`config.mk`:
```
export PLATFORM = sky130hd
export DESIGN_NAME = keypad_entry_ctrl
export DESIGN_NICKNAME = d
export VERILOG_FILES = /design/src/rtl/keypad_entry_ctrl.sv
export SDC_FILE = /design/constraint.sdc
export NUM_CORES = 1
export LEC_CHECK = 0
export CAP_MARGIN = 20
export CORE_UTILIZATION = 49
export DETAILED_ROUTE_END_ITERATION = 8
export GPL_ROUTABILITY_DRIVEN = 0
export PLACE_DENSITY = 0.7
export SYNTH_ARGS = -nofsm -noshare
export SYNTH_HDL_FRONTEND = slang
export SYNTH_SLANG_ARGS = --single-unit
```
`constraint.sdc`:
```
create_clock -name clk -period 8.9 [get_ports clk]
set_input_delay 0.89 -clock clk [delete_from_list [all_inputs] [get_ports clk]]
set_output_delay 0.89 -clock clk [all_outputs]
set_load 0.05 [all_outputs]
```
`src/rtl/keypad_entry_ctrl.sv`:
```
// Keypad number-entry controller: debounces the scanner's key level, applies one
// action per press, and converts the BCD digit buffer into a saturated 16-bit value.
module keypad_entry_ctrl #(
  parameter int MAX_DIGITS      = 5,
  parameter int DEBOUNCE_CYCLES = 16
) (
  input  logic                    clk,
  input  logic                    rst,
  input  logic [3:0]              key_val,
  input  logic                    key_down,
  input  logic                    cpu_rd,
  output logic [15:0]             cpu_data,
  output logic                    data_ready,
  output logic                    overrun,
  output logic                    overflow,
  output logic [4*MAX_DIGITS-1:0] disp_digits,
  output logic [2:0]              digit_cnt,
  output logic                    neg
);

  localparam int DW = 4 * MAX_DIGITS;
  localparam int CW = $clog2(DEBOUNCE_CYCLES + 1);
  localparam logic [CW-1:0] DB_LAST = CW'(DEBOUNCE_CYCLES);
  localparam logic [CW-1:0] CNT_ONE = CW'(1);
  localparam logic [2:0]    CNT_MAX = 3'(MAX_DIGITS);

  typedef enum logic [2:0] {
    WAIT_PRESS, DEBOUNCE, ACTION, CONVERT, WAIT_RELEASE
  } state_t;

  state_t          state_reg, state_next;
  logic [CW-1:0]   cnt_reg, cnt_next;
  logic [16:0]     acc_reg, acc_next;
  logic [2:0]      idx_reg, idx_next;
  logic [DW-1:0]   digits_reg, digits_next;
  logic [2:0]      dcnt_reg, dcnt_next;
  logic            neg_reg, neg_next;
  logic [15:0]     data_reg, data_next;
  logic            ready_reg, ready_next;
  logic            ovr_reg, ovr_next;
  logic            ovf_reg, ovf_next;
  logic            publish;

  logic [DW-1:0]   shift_up, shift_down;
  logic [3:0]      digit_arr [MAX_DIGITS];

  // Per-digit wiring of the buffer views used by digit entry, backspace and conversion.
  generate
    for (genvar gi = 0; gi < MAX_DIGITS; gi++) begin : g_digit
      assign digit_arr[gi] = digits_reg[4*gi +: 4];
      if (gi == 0) begin : g_lo
        assign shift_up[3:0] = key_val;
      end else begin : g_up
        assign shift_up[4*gi +: 4] = digits_reg[4*(gi-1) +: 4];
      end
      if (gi == MAX_DIGITS - 1) begin : g_top
        assign shift_down[4*gi +: 4] = 4'd0;
      end else begin : g_dn
        assign shift_down[4*gi +: 4] = digits_reg[4*(gi+1) +: 4];
      end
    end
  endgenerate

  logic [16:0] acc_step;
  logic        sat;
  logic [14:0] mag;
  logic [15:0] signed_val;

  assign acc_step   = acc_reg * 17'd10 + {13'd0, digit_arr[idx_reg]};
  assign sat        = acc_step > 17'd32767;
  assign mag        = sat ? 15'h7FFF : acc_step[14:0];
  assign signed_val = neg_reg ? (16'd0 - {1'b0, mag}) : {1'b0, mag};

  always_comb begin
    state_next  = state_reg;
    cnt_next    = cnt_reg;
    acc_next    = acc_reg;
    idx_next    = idx_reg;
    digits_next = digits_reg;
    dcnt_next   = dcnt_reg;
    neg_next    = neg_reg;
    data_next   = data_reg;
    ovf_next    = ovf_reg;
    publish     = 1'b0;
    case (state_reg)
      WAIT_PRESS: begin
        if (key_down) begin
          state_next = DEBOUNCE;
          cnt_next   = CNT_ONE;
        end
      end
      DEBOUNCE: begin
        if (!key_down) begin
          state_next = WAIT_PRESS;
          cnt_next   = '0;
        end else if (cnt_reg == DB_LAST) begin
          state_next = ACTION;
          cnt_next   = '0;
        end else begin
          cnt_next = cnt_reg + CNT_ONE;
        end
      end
      ACTION: begin
        state_next = WAIT_RELEASE;
        cnt_next   = '0;
        case (key_val)
          4'h0, 4'h1, 4'h2, 4'h3, 4'h4, 4'h5, 4'h6, 4'h7, 4'h8, 4'h9: begin
            if (dcnt_reg < CNT_MAX) begin
              digits_next = shift_up;
              dcnt_next   = dcnt_reg + 3'd1;
            end
          end
          4'hA: begin
            state_next = CONVERT;
            acc_next   = '0;
            // Walk from the oldest (most significant) digit down to digit 0.
            idx_next   = (dcnt_reg == 3'd0) ? 3'd0 : dcnt_reg - 3'd1;
          end
          4'hB: begin
            if (dcnt_reg != 3'd0) begin
              digits_next = shift_down;
              dcnt_next   = dcnt_reg - 3'd1;
            end
          end
          4'hC: begin
            digits_next = '0;
            dcnt_next   = 3'd0;
            neg_next    = 1'b0;
          end
          4'hD: neg_next = ~neg_reg;
          default: ;
        endcase
      end
      CONVERT: begin
        acc_next = acc_step;
        if (idx_reg == 3'd0) begin
          publish     = 1'b1;
          data_next   = signed_val;
          ovf_next    = sat;
          digits_next = '0;
          dcnt_next   = 3'd0;
          neg_next    = 1'b0;
          state_next  = WAIT_RELEASE;
          cnt_next    = '0;
        end else begin
          idx_next = idx_reg - 3'd1;
        end
      end
      WAIT_RELEASE: begin
        if (key_down) begin
          cnt_next = '0;
        end else if (cnt_reg == DB_LAST - CNT_ONE) begin
          state_next = WAIT_PRESS;
          cnt_next   = '0;
        end else begin
          cnt_next = cnt_reg + CNT_ONE;
        end
      end
      default: begin
        state_next = WAIT_PRESS;
        cnt_next   = '0;
      end
    endcase
    // A publish beats a coinciding read, and that read still clears overrun.
    ready_next = publish | (ready_reg & ~cpu_rd);
    ovr_next   = ~cpu_rd & (ovr_reg | (publish & ready_reg));
  end

  always_ff @(posedge clk) begin
    if (rst) begin
      state_reg  <= WAIT_PRESS;
      cnt_reg    <= '0;
      acc_reg    <= '0;
      idx_reg    <= 3'd0;
      digits_reg <= '0;
      dcnt_reg   <= 3'd0;
      neg_reg    <= 1'b0;
      data_reg   <= 16'd0;
      ready_reg  <= 1'b0;
      ovr_reg    <= 1'b0;
      ovf_reg    <= 1'b0;
    end else begin
      state_reg  <= state_next;
      cnt_reg    <= cnt_next;
      acc_reg    <= acc_next;
      idx_reg    <= idx_next;
      digits_reg <= digits_next;
      dcnt_reg   <= dcnt_next;
      neg_reg    <= neg_next;
      data_reg   <= data_next;
      ready_reg  <= ready_next;
      ovr_reg    <= ovr_next;
      ovf_reg    <= ovf_next;
    end
  end

  assign cpu_data    = data_reg;
  assign data_ready  = ready_reg;
  assign overrun     = ovr_reg;
  assign overflow    = ovf_reg;
  assign disp_digits = digits_reg;
  assign digit_cnt   = dcnt_reg;
  assign neg         = neg_reg;

endmodule

```
==> run summary, run 1 <==
status - completed
first-pass GRT wire length - 22050 um
number of global-route vias before repair - 4578
largest net degree at the start of global routing - 71
Die Width - 103.6 um
Via Count - 4808
Crit path max-delay family - simple AND/OR/NAND/NOR gates
gr ovfl total - 0
Worst Setup End Kind - flop
# DRC - 0
Area Growth Syn to Fin - 14.24%
DRT Wirelength - 12820 um
layout cells sized above 1 - 0.06277
Hold/Removal Path Class - flop to flop
Worst Setup Start Kind - flop
PwrDens - 127.4 nW/um^2
Primary FF master, synth - dfxtp_1
Post-synth EDFFs - 0
CTS sink cnt - 70
crit-path cells - mux4_2 > inv_1 > o21ai_0 > ha_1 > a21oi_1 > nor4b_4 > nand3_1 > or3_1 > a2111oi_4 > nand3b_2 > or3_4 > and2_4 > nor2_1 > ha_1 > nand3b_1 > nand3b_1 > nor4_1 > and3_1 > nand4_1 > a2111oi_2 > a31oi_1 > a31oi_1
top post-synthesis cells by area - dfxtp_1 (28%), ha_1 (9.7%), nor2_1 (8.8%)
number of cell rows - 36
min cycle time layout - 5871 ps
Top Ports - 51
Post-DRT Antenna Nets - 0
Final Hold Viols - 0
clock slew at reported path FFs - 80 ps
Worst Tran Pin Value - 771.4 ps
Synth warnings - 0
Initial DRT Pass Iterations - 5
utilization after layout - 0.5852
CORE AREA - 9864 um^2
mean post-synth cell area - 7.775 um^2
Syn Inst Count - 650
CTS tree - done
Netlist cell types - 69
initial core utilization - 0.5123
register area - 1401 um^2
Routed WL per cell - 15.67 um
worst stage delay on the critical path - 570 ps
Leak - 2.191 nW
sw power - 0.2464 mW
CP Data Arrival Time - 6140 ps
clk buf depth - 2
CTS buffer count - 9
setup violators final - 0
area leader, netlist - dfxtp_1
synthesized cell area - 5054 um^2
Clk pwr share - 0.313
Root Driver - clkbuf_8
Post CTS Setup Buffer Count - 0
PnR Total Power - 0.7355 mW
Die Footprint - 10720 um^2
fraction of registers with async set/reset - 0
ANT cells - 0
Crit Path Category - flop to flop
H-tree depth - 3
detail-routed via count per cell - 5.878
Switching Fraction - 0.3350
Largest register FFs - 20
Final Slew Violations - 0
Final #Nets - 729
clk_skew - 13.02 ps
sequential area share after synthesis - 0.2773
# fillers - 935
fmax - 170.3 MHz
Max-cap violations - 0
Logic pwr share - 0.221
Yosys top cell area share - 0.2773
area taken by multi-input logic gates - 3418 um^2
Pint - 0.4891 mW
Sequential Power Share - 0.466
FF+latch count, synth - 70
CP required - 9170 ps
gr usage total - 0.2480
initial antenna violation count - 0
setup TNS - 0 ps
cts hold-fix bufs - 0
Syn Nets - 699
worst-skew pair later-pin latency - 350 ps
relative slew slack - 0.4857
RSZ-0062 raised after global routing - no
IO buf count - 50
Crit path buffers/inverters - 1
placed cells - 802
Worst path slowest cell - dfxtp_1
CTS resizes - 0
HPWL after DPL - 9231 um
VDD IR-drop max - 79.86 uV
post-route insts no fill - 818
starting DRC count in detailed routing - 227
die height - 103.6 um
crit share post-route - 0.6597
Crit Path Max Fanout - 9
[power by group through the flow]
stage | clock network [mW] | logic [mW] | registers [mW]
2_1_floorplan | 0 | 0.109 | 0.359
3_3_place_gp | 0 | 0.159 | 0.350
3_5_place_dp | 0 | 0.162 | 0.350
4_1_cts | 0.236 | 0.162 | 0.343
5_1_grt | 0.249 | 0.180 | 0.346
6_report | 0.230 | 0.162 | 0.343
[final timing paths]
| path | slack, ps | cells past startpoint | start | end |
|---|---|---|---|---|
| worst max-delay path | 3030 | 22 | idx_reg[0] | cpu_data[14] |
| worst min-delay path | 450 | 2 | cpu_data[1] | cpu_data[1] |
| worst max register to register | 3030 | 22 | idx_reg[0] | cpu_data[14] |
| worst min register to register | 450 | 2 | cpu_data[1] | cpu_data[1] |
[placed cells by master (no fill, tap or decap), types with 6 or more instances in the layout]
| master | n |
|---|---|
| nor2_1 | 118 |
| a21oi_1 | 70 |
| dfxtp_1 | 70 |
| clkdlybuf4s50_1 | 49 |
| ha_1 | 39 |
| nand2_1 | 35 |
| nor3_1 | 27 |
| o21ai_0 | 25 |
| a22oi_1 | 23 |
| nand3_1 | 22 |
| inv_1 | 21 |
| xnor2_1 | 13 |
| nand2b_1 | 11 |
| clkbuf_8 | 10 |
| xor2_1 | 9 |
| a211oi_1 | 9 |
| a21o_1 | 9 |
| and3_1 | 8 |
| nand3b_1 | 8 |
| nor2b_1 | 7 |
| mux2i_1 | 7 |
| nor4_1 | 6 |
| buf_4 | 6 |
[area by class of cell]
| type | count | share of cell area |
|---|---|---|
| multi-input cells | 522 | 0.5921 |
| flip-flops and latches | 70 | 0.2427 |
| repair buffers | 56 | 0.09363 |
| well taps | 133 | 0.02883 |
| clock buffers | 12 | 0.02514 |
| inverters | 21 | 0.01365 |
| clock inverters | 4 | 0.003901 |
[stage by stage]
step | setup slack (ps) | hold WS, ps | instance area (um^2)
floorplan | 3445 | 458.9 | 5054
global placement | 3323 | 441.0 | 5605
detailed placement | 3070 | 446.2 | 5605
CTS | 3033 | 455.8 | 5773
global route | 2417 | 480.5 | 5773
finish | 3029 | 453.7 | 5773
[cell usage after synthesis (3+ instances only)]
master,count
mux2i_1,7
a31oi_1,5
a21o_1,9
o21bai_1,3
a21oi_1,70
nor3_1,27
or3_1,3
nand2b_1,11
xnor2_1,13
nand2_1,35
dfxtp_1,70
o21a_1,4
nor2b_1,7
ha_1,39
nor2_1,118
mux4_2,4
o21ai_0,26
clkbuf_1,32
inv_1,21
a22oi_1,23
a211oi_1,9
nand3_1,22
nor4_1,6
nor3b_1,5
nand3b_1,8
and3_1,8
xor2_1,9
[logic make-up after synthesis]
logic type | Yosys count | share of synthesized area
DFF | 70 | 0.2773
and+or+nand+nor | 268 | 0.2612
adders and majority gates | 41 | 0.1045
muxes | 12 | 0.03392
xor gates and xnor gates | 24 | 0.04754
buffers and inverters | 58 | 0.04630
AOI/OAI and AO/OA | 177 | 0.2293
[metal layers]
metal | wire (um) | up-vias | track usage
li1 | - | 2398 | -
met3 | 535 | 28 | 0.04531
met4 | 266 | 0 | 0.08489
met5 | 0 | - | 0
met2 | 6169 | 120 | 0.4185
met1 | 5849 | 2262 | 0.3169
[tightest hold or removal path, cell delays in order, from the launching register on]
cell     delay, ps
dfxtp_1        310
nand2_1         50
a21oi_1         50
No activity file was read; power rests on OpenSTA's default activity.
==> inputs of run 2 (changes only) <==
PLACE_DENSITY = 0.73   (was 0.7)
clock period = 5.3 ns   (was 8.9 ns; I/O delays follow)
==> run 2 against run 1 <==
Net effect:
- first-iteration DRC count up 7.5%
- sequential share of layout area down 1.3 points
- flip-flop and latch count unchanged
- via count up 1.6%
- fmax up 14%
- highest routed layer unchanged
- non-clock buffer count up 22
- register-to-register slack worse by 2900 ps
- design area up 7.0%
- critical path depth unchanged
- critical path type unchanged
- final cell count up 2.6%
==> run summary, run 2 (synthesis gave the netlist of run 1 again) <==
status - completed (unchanged)
starting DRC count in detailed routing - 244 (was 227)
Leak - 2.362 nW (was 2.191 nW)
Largest register FFs - 20 (unchanged)
worst-skew pair later-pin latency - 360 ps (was 350 ps)
crit-path cells - ha_4 > ha_4 > inv_2 > fa_2 > xor2_4 > nor4b_4 > nand3_2 > or3_4 > a2111oi_4 > nand3b_4 > or3_4 > and2_4 > nor2_4 > ha_4 > nand3b_1 > nand3b_1 > nor4_4 > and3_4 > nand4_1 > a2111oi_4 > a31oi_1 > a31oi_1 (was mux4_2 > inv_1 > o21ai_0 > ha_1 > a21oi_1 > nor4b_4 > nand3_1 > or3_1 > a2111oi_4 > nand3b_2 > or3_4 > and2_4 > nor2_1 > ha_1 > nand3b_1 > nand3b_1 > nor4_1 > and3_1 > nand4_1 > a2111oi_2 > a31oi_1 > a31oi_1)
Die Width - 103.6 um (unchanged)
Worst Setup Start Kind - flop (unchanged)
Worst Tran Pin Value - 807.2 ps (was 771.4 ps)
ANT cells - 0 (unchanged)
Worst Reg-to-Reg Cells - 22 (unchanged)
layout cells sized above 1 - 0.1402 (was 0.06277)
CTS sink cnt - 70 (unchanged)
setup violators final - 0 (unchanged)
cts hold-fix bufs - 0 (unchanged)
CTS tree - done (unchanged)
WHS - 461.2 ps (was 453.7 ps)
CORE AREA - 9864 um^2 (unchanged)
Initial DRT Pass Iterations - 4 (was 5)
gr ovfl total - 0 (unchanged)
clk buf depth - 2 (unchanged)
clock slew at reported path FFs - 80 ps (about the same)
sw power - 0.4340 mW (was 0.2464 mW)
PnR Total Power - 1.356 mW (was 0.7355 mW)
Max-cap violations - 0 (unchanged)
Worst path slowest cell - fa_2 (was dfxtp_1)
CTS buffer count - 9 (unchanged)
Final Slew Violations - 0 (unchanged)
CP required - 5580 ps (was 9170 ps)
# DRC - 0 (unchanged)
gr usage total - 0.2539 (was 0.2480)
Die Footprint - 10720 um^2 (unchanged)
largest net degree at the start of global routing - 47 (was 71)
Crit Path Max Fanout - 4 (was 9)
Post-Layout Inst Area - 6178 um^2 (was 5773 um^2)
Worst Setup End Kind - flop (unchanged)
H-tree depth - 3 (unchanged)
initial antenna violation count - 0 (unchanged)
Crit path buffers/inverters - 1 (unchanged)
Hold Path Stages - 2 (unchanged)
worst hold start - cpu_data[1] (unchanged)
number of cell rows - 36 (unchanged)
min cycle time layout - 5152 ps (was 5871 ps)
Placed Area - 5720 um^2 (was 5605 um^2)
Post-DRT Antenna Nets - 0 (unchanged)
worst stage delay on the critical path - 410 ps (was 570 ps)
RR Startpoint - acc_reg[1] (was idx_reg[0])
Hold/Removal Path Class - flop to flop (unchanged)
Clk pwr share - 0.353 (was 0.313)
HPWL after DPL - 9616 um (was 9231 um)
clk_skew - 11.26 ps (was 13.02 ps)
number of global-route vias before repair - 4667 (was 4578)
fmax - 194.1 MHz (was 170.3 MHz)
die height - 103.6 um (unchanged)
initial core utilization - 0.5123 (unchanged)
Root Driver - clkbuf_8 (unchanged)
Switching Fraction - 0.3201 (was 0.3350)
worst reg2reg setup slack - 150 ps (was 3030 ps)
Final Hold Viols - 0 (unchanged)
RSZ-0062 raised after global routing - yes (was no)
hold worst-path end - cpu_data[1] (unchanged)
relative slew slack - 0.4543 (was 0.4857)
reg-to-reg endpoint - cpu_data[14] (unchanged)
IO buf count - 50 (unchanged)
VDD IR-drop max - 141.4 uV (was 79.86 uV)
Crit path max-delay family - simple AND/OR/NAND/NOR gates (unchanged)
detail-routed via count per cell - 5.824 (was 5.878)
Logic pwr share - 0.223 (was 0.221)
CP Data Arrival Time - 5430 ps (was 6140 ps)
Via Count - 4886 (was 4808)
PwrDens - 219.4 nW/um^2 (was 127.4 nW/um^2)
Sequential Power Share - 0.424 (was 0.466)
CP dominant cell by count - ha_4
Crit Path Category - flop to flop (unchanged)
Final #Nets - 751 (was 729)
crit share post-route - 0.9720 (was 0.6597)
Pint - 0.9219 mW (was 0.4891 mW)
most common cell after layout, fill and taps aside - nor2_1 (unchanged)
first-pass GRT wire length - 22360 um (was 22050 um)
most frequent cells in the layout - nor2_1 (115), a21oi_1 (69), dfxtp_1 (58), clkdlybuf4s50_1 (49), nand2_1 (35) (was nor2_1 (118), a21oi_1 (70), dfxtp_1 (70), clkdlybuf4s50_1 (49), ha_1 (39))
Routed WL per cell - 15.90 um (was 15.67 um)
Top Ports - 51 (unchanged)
DRT Wirelength - 13340 um (was 12820 um)
Area Growth Syn to Fin - 22.26% (was 14.24%)
## run 2: cell types whose count changed in the layout (fill, tap and decap cells not counted), sizes merged
cell and change:
buf +22, clkbuf -3, bufinv +2, clkinv -1, inv +1
## run 2: power groups by stage
stage               Clock, mW  Sequential, mW  Combinational, mW
finish                  0.478           0.575              0.302
global route            0.504           0.579              0.333
CTS                     0.485           0.575              0.280
detailed placement          0           0.588              0.277
global placement            0           0.587              0.271
floorplan                   0           0.604              0.183
## run 2: area by class of cell
| class | instances | area [um^2] |
|---|---|---|
| Clock buffer | 9 | 123.9 |
| Clock inverter | 6 | 86.33 |
| Fill cell | 872 | 3686 |
| Inverter | 21 | 78.83 |
| Multi-Input combinational cell | 522 | 3596 |
| Sequential cell | 70 | 1421 |
| Tap cell | 133 | 166.4 |
| Timing Repair Buffer | 78 | 705.7 |
## run 2: metrics by stage
step / utilization / setup TNS, ps / setup slack [ps] / instances
floorplan: - / 0 / 4.510 / 650
global placement: 0.5799 / 0 / 188.7 / 816
detailed placement: 0.5799 / -48.59 / -48.59 / 816
CTS: 0.6019 / 0 / 14.03 / 831
global route: 0.6263 / -162.7 / -162.7 / 839
finish: 0.6263 / 0 / 148.2 / 839
## run 2: how the worst max path moves through the flow
stage	endpoint	slack, ps	from	depth (start not counted)
2_1_floorplan	cpu_data[14]	5	idx_reg[0]	24
3_3_place_gp	cpu_data[14]	190	acc_reg[1]	22
3_5_place_dp	cpu_data[14]	-50	idx_reg[0]	22
4_1_cts	cpu_data[14]	10	idx_reg[0]	22
5_1_grt	cpu_data[14]	-160	acc_reg[1]	22
6_report	cpu_data[14]	150	acc_reg[1]	22
## run 2: timing repair
| item | CTS | global route |
|---|---|---|
| pin swaps | 0 | 19 |
| cloned | 0 | 0 |
| endpoints found under the setup margin | 3 | 4 |
| resized for setup | 1 | 42 |
| endpoints found under the hold margin | 0 | 0 |
| setup buffers | 0 | 8 |
## run 2: routing by layer
metal  wire (um)  vias up  part of all wire  GRT usage
met4         315        0             0.024     0.1087
met3         629       28             0.047    0.03713
met2        6507      138              0.49     0.4324
met1        5892     2283              0.44     0.3189
li1            -     2437                 -          -
met5           0        -                 0          0
## run 2: worst register-to-register path: cells and delay by family, from the launching register on
family / cells / cell delay, ps
xor+xnor: 1 / 190
flops: 1 / 350
buf+inv: 1 / 40
simple gates: 12 / 2690
compound gates: 4 / 850
fa+ha+maj: 4 / 970
==> inputs of run 3 (changes only) <==
SETUP_SLACK_MARGIN = 0.1   (was not set)
==> run 3 against run 2 <==
Net effect:
- non-clock buffer count decreased by 4
- sequential share of layout area is 0.37 points higher
- clock skew is essentially flat
- critical path type unchanged
- critical endpoint unchanged
- largest power group unchanged
==> run summary, run 3 (synthesis gave the netlist of run 1 again) <==
status - completed (unchanged)
clk buf depth - 2 (unchanged)
Final Hold Viols - 0 (unchanged)
Worst Reg-to-Reg Cells - 22 (unchanged)
min cycle time layout - 5181 ps (was 5152 ps)
initial core utilization - 0.5123 (unchanged)
CORE AREA - 9864 um^2 (unchanged)
initial antenna violation count - 0 (unchanged)
Initial DRT Pass Iterations - 5 (was 4)
Max-cap violations - 0 (unchanged)
CTS buffer count - 9 (unchanged)
hold worst-path end - cpu_data[1] (unchanged)
Area Growth Syn to Fin - 20.33% (was 22.26%)
Worst path slowest cell - fa_2 (unchanged)
crit share post-route - 0.9775 (was 0.9720)
detail-routed via count per cell - 5.960 (was 5.824)
Worst Setup End Kind - flop (unchanged)
PwrDens - 206.9 nW/um^2 (was 219.4 nW/um^2)
worst reg2reg setup slack - 120 ps (was 150 ps)
crit-path cells - ha_4 > ha_4 > inv_2 > fa_2 > xor2_4 > nor4b_4 > nand3_1 > or3_4 > a2111oi_4 > nand3b_4 > or3_4 > and2_4 > nor2_4 > ha_4 > nand3b_1 > nand3b_1 > nor4_4 > and3_4 > nand4_1 > a2111oi_2 > a31oi_1 > a31oi_1 (was ha_4 > ha_4 > inv_2 > fa_2 > xor2_4 > nor4b_4 > nand3_2 > or3_4 > a2111oi_4 > nand3b_4 > or3_4 > and2_4 > nor2_4 > ha_4 > nand3b_1 > nand3b_1 > nor4_4 > and3_4 > nand4_1 > a2111oi_4 > a31oi_1 > a31oi_1)
clock slew at reported path FFs - 80 ps (about the same)
Clk pwr share - 0.308 (was 0.353)
CTS tree - done (unchanged)
most frequent cells in the layout - nor2_1 (115), a21oi_1 (69), dfxtp_1 (58), clkdlybuf4s50_1 (49), nand2_1 (35) (unchanged)
Crit Path Max Fanout - 5 (was 4)
Pint - 0.8205 mW (was 0.9219 mW)
sw power - 0.4376 mW (was 0.4340 mW)
CP Data Arrival Time - 5470 ps (was 5430 ps)
Worst Tran Pin Value - 934.6 ps (was 807.2 ps)
largest net degree at the start of global routing - 47 (unchanged)
placed cells - 809 (was 816)
Logic pwr share - 0.235 (was 0.223)
first-pass GRT wire length - 22310 um (was 22360 um)
fmax - 193.0 MHz (was 194.1 MHz)
clk_skew - 11.01 ps (was 11.26 ps)
Crit path max-delay family - simple AND/OR/NAND/NOR gates (unchanged)
Die Width - 103.6 um (unchanged)
CP required - 5590 ps (was 5580 ps)
Worst Setup Start Kind - flop (unchanged)
PnR Total Power - 1.258 mW (was 1.356 mW)
RSZ-0062 raised after global routing - yes (unchanged)
gr ovfl total - 0 (unchanged)
Routed WL per cell - 16.29 um (was 15.90 um)
Hold/Removal Path Class - flop to flop (unchanged)
Sequential Power Share - 0.457 (was 0.424)
Via Count - 4977 (was 4886)
Post-DRT Antenna Nets - 0 (unchanged)
Top Ports - 51 (unchanged)
setup TNS - 0 ps (unchanged)
worst hold start - cpu_data[1] (unchanged)
worst stage delay on the critical path - 430 ps (was 410 ps)
post-route insts no fill - 835 (was 839)
worst-skew pair later-pin latency - 360 ps (about the same)
reg-to-reg endpoint - cpu_data[14] (unchanged)
IO buf count - 50 (unchanged)
H-tree depth - 3 (unchanged)
ANT cells - 0 (unchanged)
VDD IR-drop max - 125.8 uV (was 141.4 uV)
starting DRC count in detailed routing - 272 (was 244)
# DRC - 0 (unchanged)
Crit Path Category - flop to flop (unchanged)
CP dominant cell by count - ha_4 (unchanged)
Root Driver - clkbuf_8 (unchanged)
most common cell after layout, fill and taps aside - nor2_1 (unchanged)
DRT Wirelength - 13600 um (was 13340 um)
CTS sink cnt - 70 (unchanged)
die height - 103.6 um (unchanged)
Switching Fraction - 0.3478 (was 0.3201)
HPWL after DPL - 9429 um (was 9616 um)
layout cells sized above 1 - 0.1368 (was 0.1402)
gr usage total - 0.2544 (was 0.2539)
number of cell rows - 36 (unchanged)
Crit path buffers/inverters - 1 (unchanged)
Leak - 2.321 nW (was 2.362 nW)
RR Startpoint - acc_reg[1] (unchanged)
Final Slew Violations - 0 (unchanged)
setup violators final - 0 (unchanged)
Hold Path Stages - 2 (unchanged)
Largest register FFs - 20 (unchanged)
number of global-route vias before repair - 4526 (was 4667)
Final #Nets - 747 (was 751)
relative slew slack - 0.3769 (was 0.4543)
Die Footprint - 10720 um^2 (unchanged)
-- run 3: cell count changes in the layout (fill, tap and decap cells not counted), moves of 2 or more --
| cell | before | now |
|---|---|---|
| clkinv_4 | 0 | 2 |
| buf_4 | 28 | 24 |
| o21ai_1 | 4 | 2 |
| bufinv_16 | 2 | 0 |
| o21ai_2 | 1 | 3 |
-- run 3: worst max-delay path by stage --
stage | startpoint | end | slack (ps) | cells past startpoint
finish | acc_reg[1] | cpu_data[14] | 120 | 22
global route | acc_reg[1] | cpu_data[14] | -210 | 22
CTS | acc_reg[1] | cpu_data[14] | 100 | 22
detailed placement | acc_reg[1] | cpu_data[14] | 40 | 22
global placement | acc_reg[1] | cpu_data[14] | 180 | 22
floorplan | idx_reg[0] | cpu_data[14] | 160 | 24
-- run 3: worst reg2reg max path: stages, from the launching register on --
cell and delay, ps:
dfxtp_4 370, ha_4 270, ha_4 140, inv_2 40
fa_2 440, xor2_4 190, nor4b_4 250, nand3_1 140
or3_4 420, a2111oi_4 390, nand3b_4 110, or3_4 370
and2_4 200, nor2_4 110, ha_4 140, nand3b_1 100
nand3b_1 270, nor4_4 200, and3_4 230, nand4_1 140
a2111oi_2 310, a31oi_1 80, a31oi_1 190
-- run 3: power by group through the flow --
stage / clock, mW / sequential, mW / combinational [mW]
floorplan: 0 / 0.604 / 0.184
global placement: 0 / 0.587 / 0.268
detailed placement: 0 / 0.588 / 0.272
CTS: 0.398 / 0.576 / 0.279
global route: 0.420 / 0.579 / 0.323
finish: 0.388 / 0.575 / 0.295
-- run 3: repair_timing --
action,CTS,global route
gates resized for setup,10,28
endpoints found under the setup margin,3,4
buffers inserted,3,8
pin swaps,3,21
hold buffers,0,0
-- run 3: final cells by class --
cell class                 count  area (um^2)
sequential                    70         1421
timing repair buffer          74        675.6
inverter                      21        78.83
clock buffer                   9        123.9
fill                         886         3784
tap                          133        166.4
clock inverter                 6        40.04
multi-input combinational    522         3575
-- run 3: metal layers --
metal	global-route usage	wire, um
met1	0.3563	6538
met2	0.4046	6109
met3	0.04216	771
met4	0.06625	184
met5	0	0
-- run 3: per-stage QoR --
stage               area (um^2)  utilization  worst slack, ps  hold slack [ps]
global route               6081       0.6164           -206.7            486.4
floorplan                  5071            -            161.7            458.9
global placement           5678       0.5756            181.7            440.1
CTS                        5898       0.5979            101.8            458.6
finish                     6081       0.6164            119.5            456.8
detailed placement         5678       0.5756            43.63            448.8
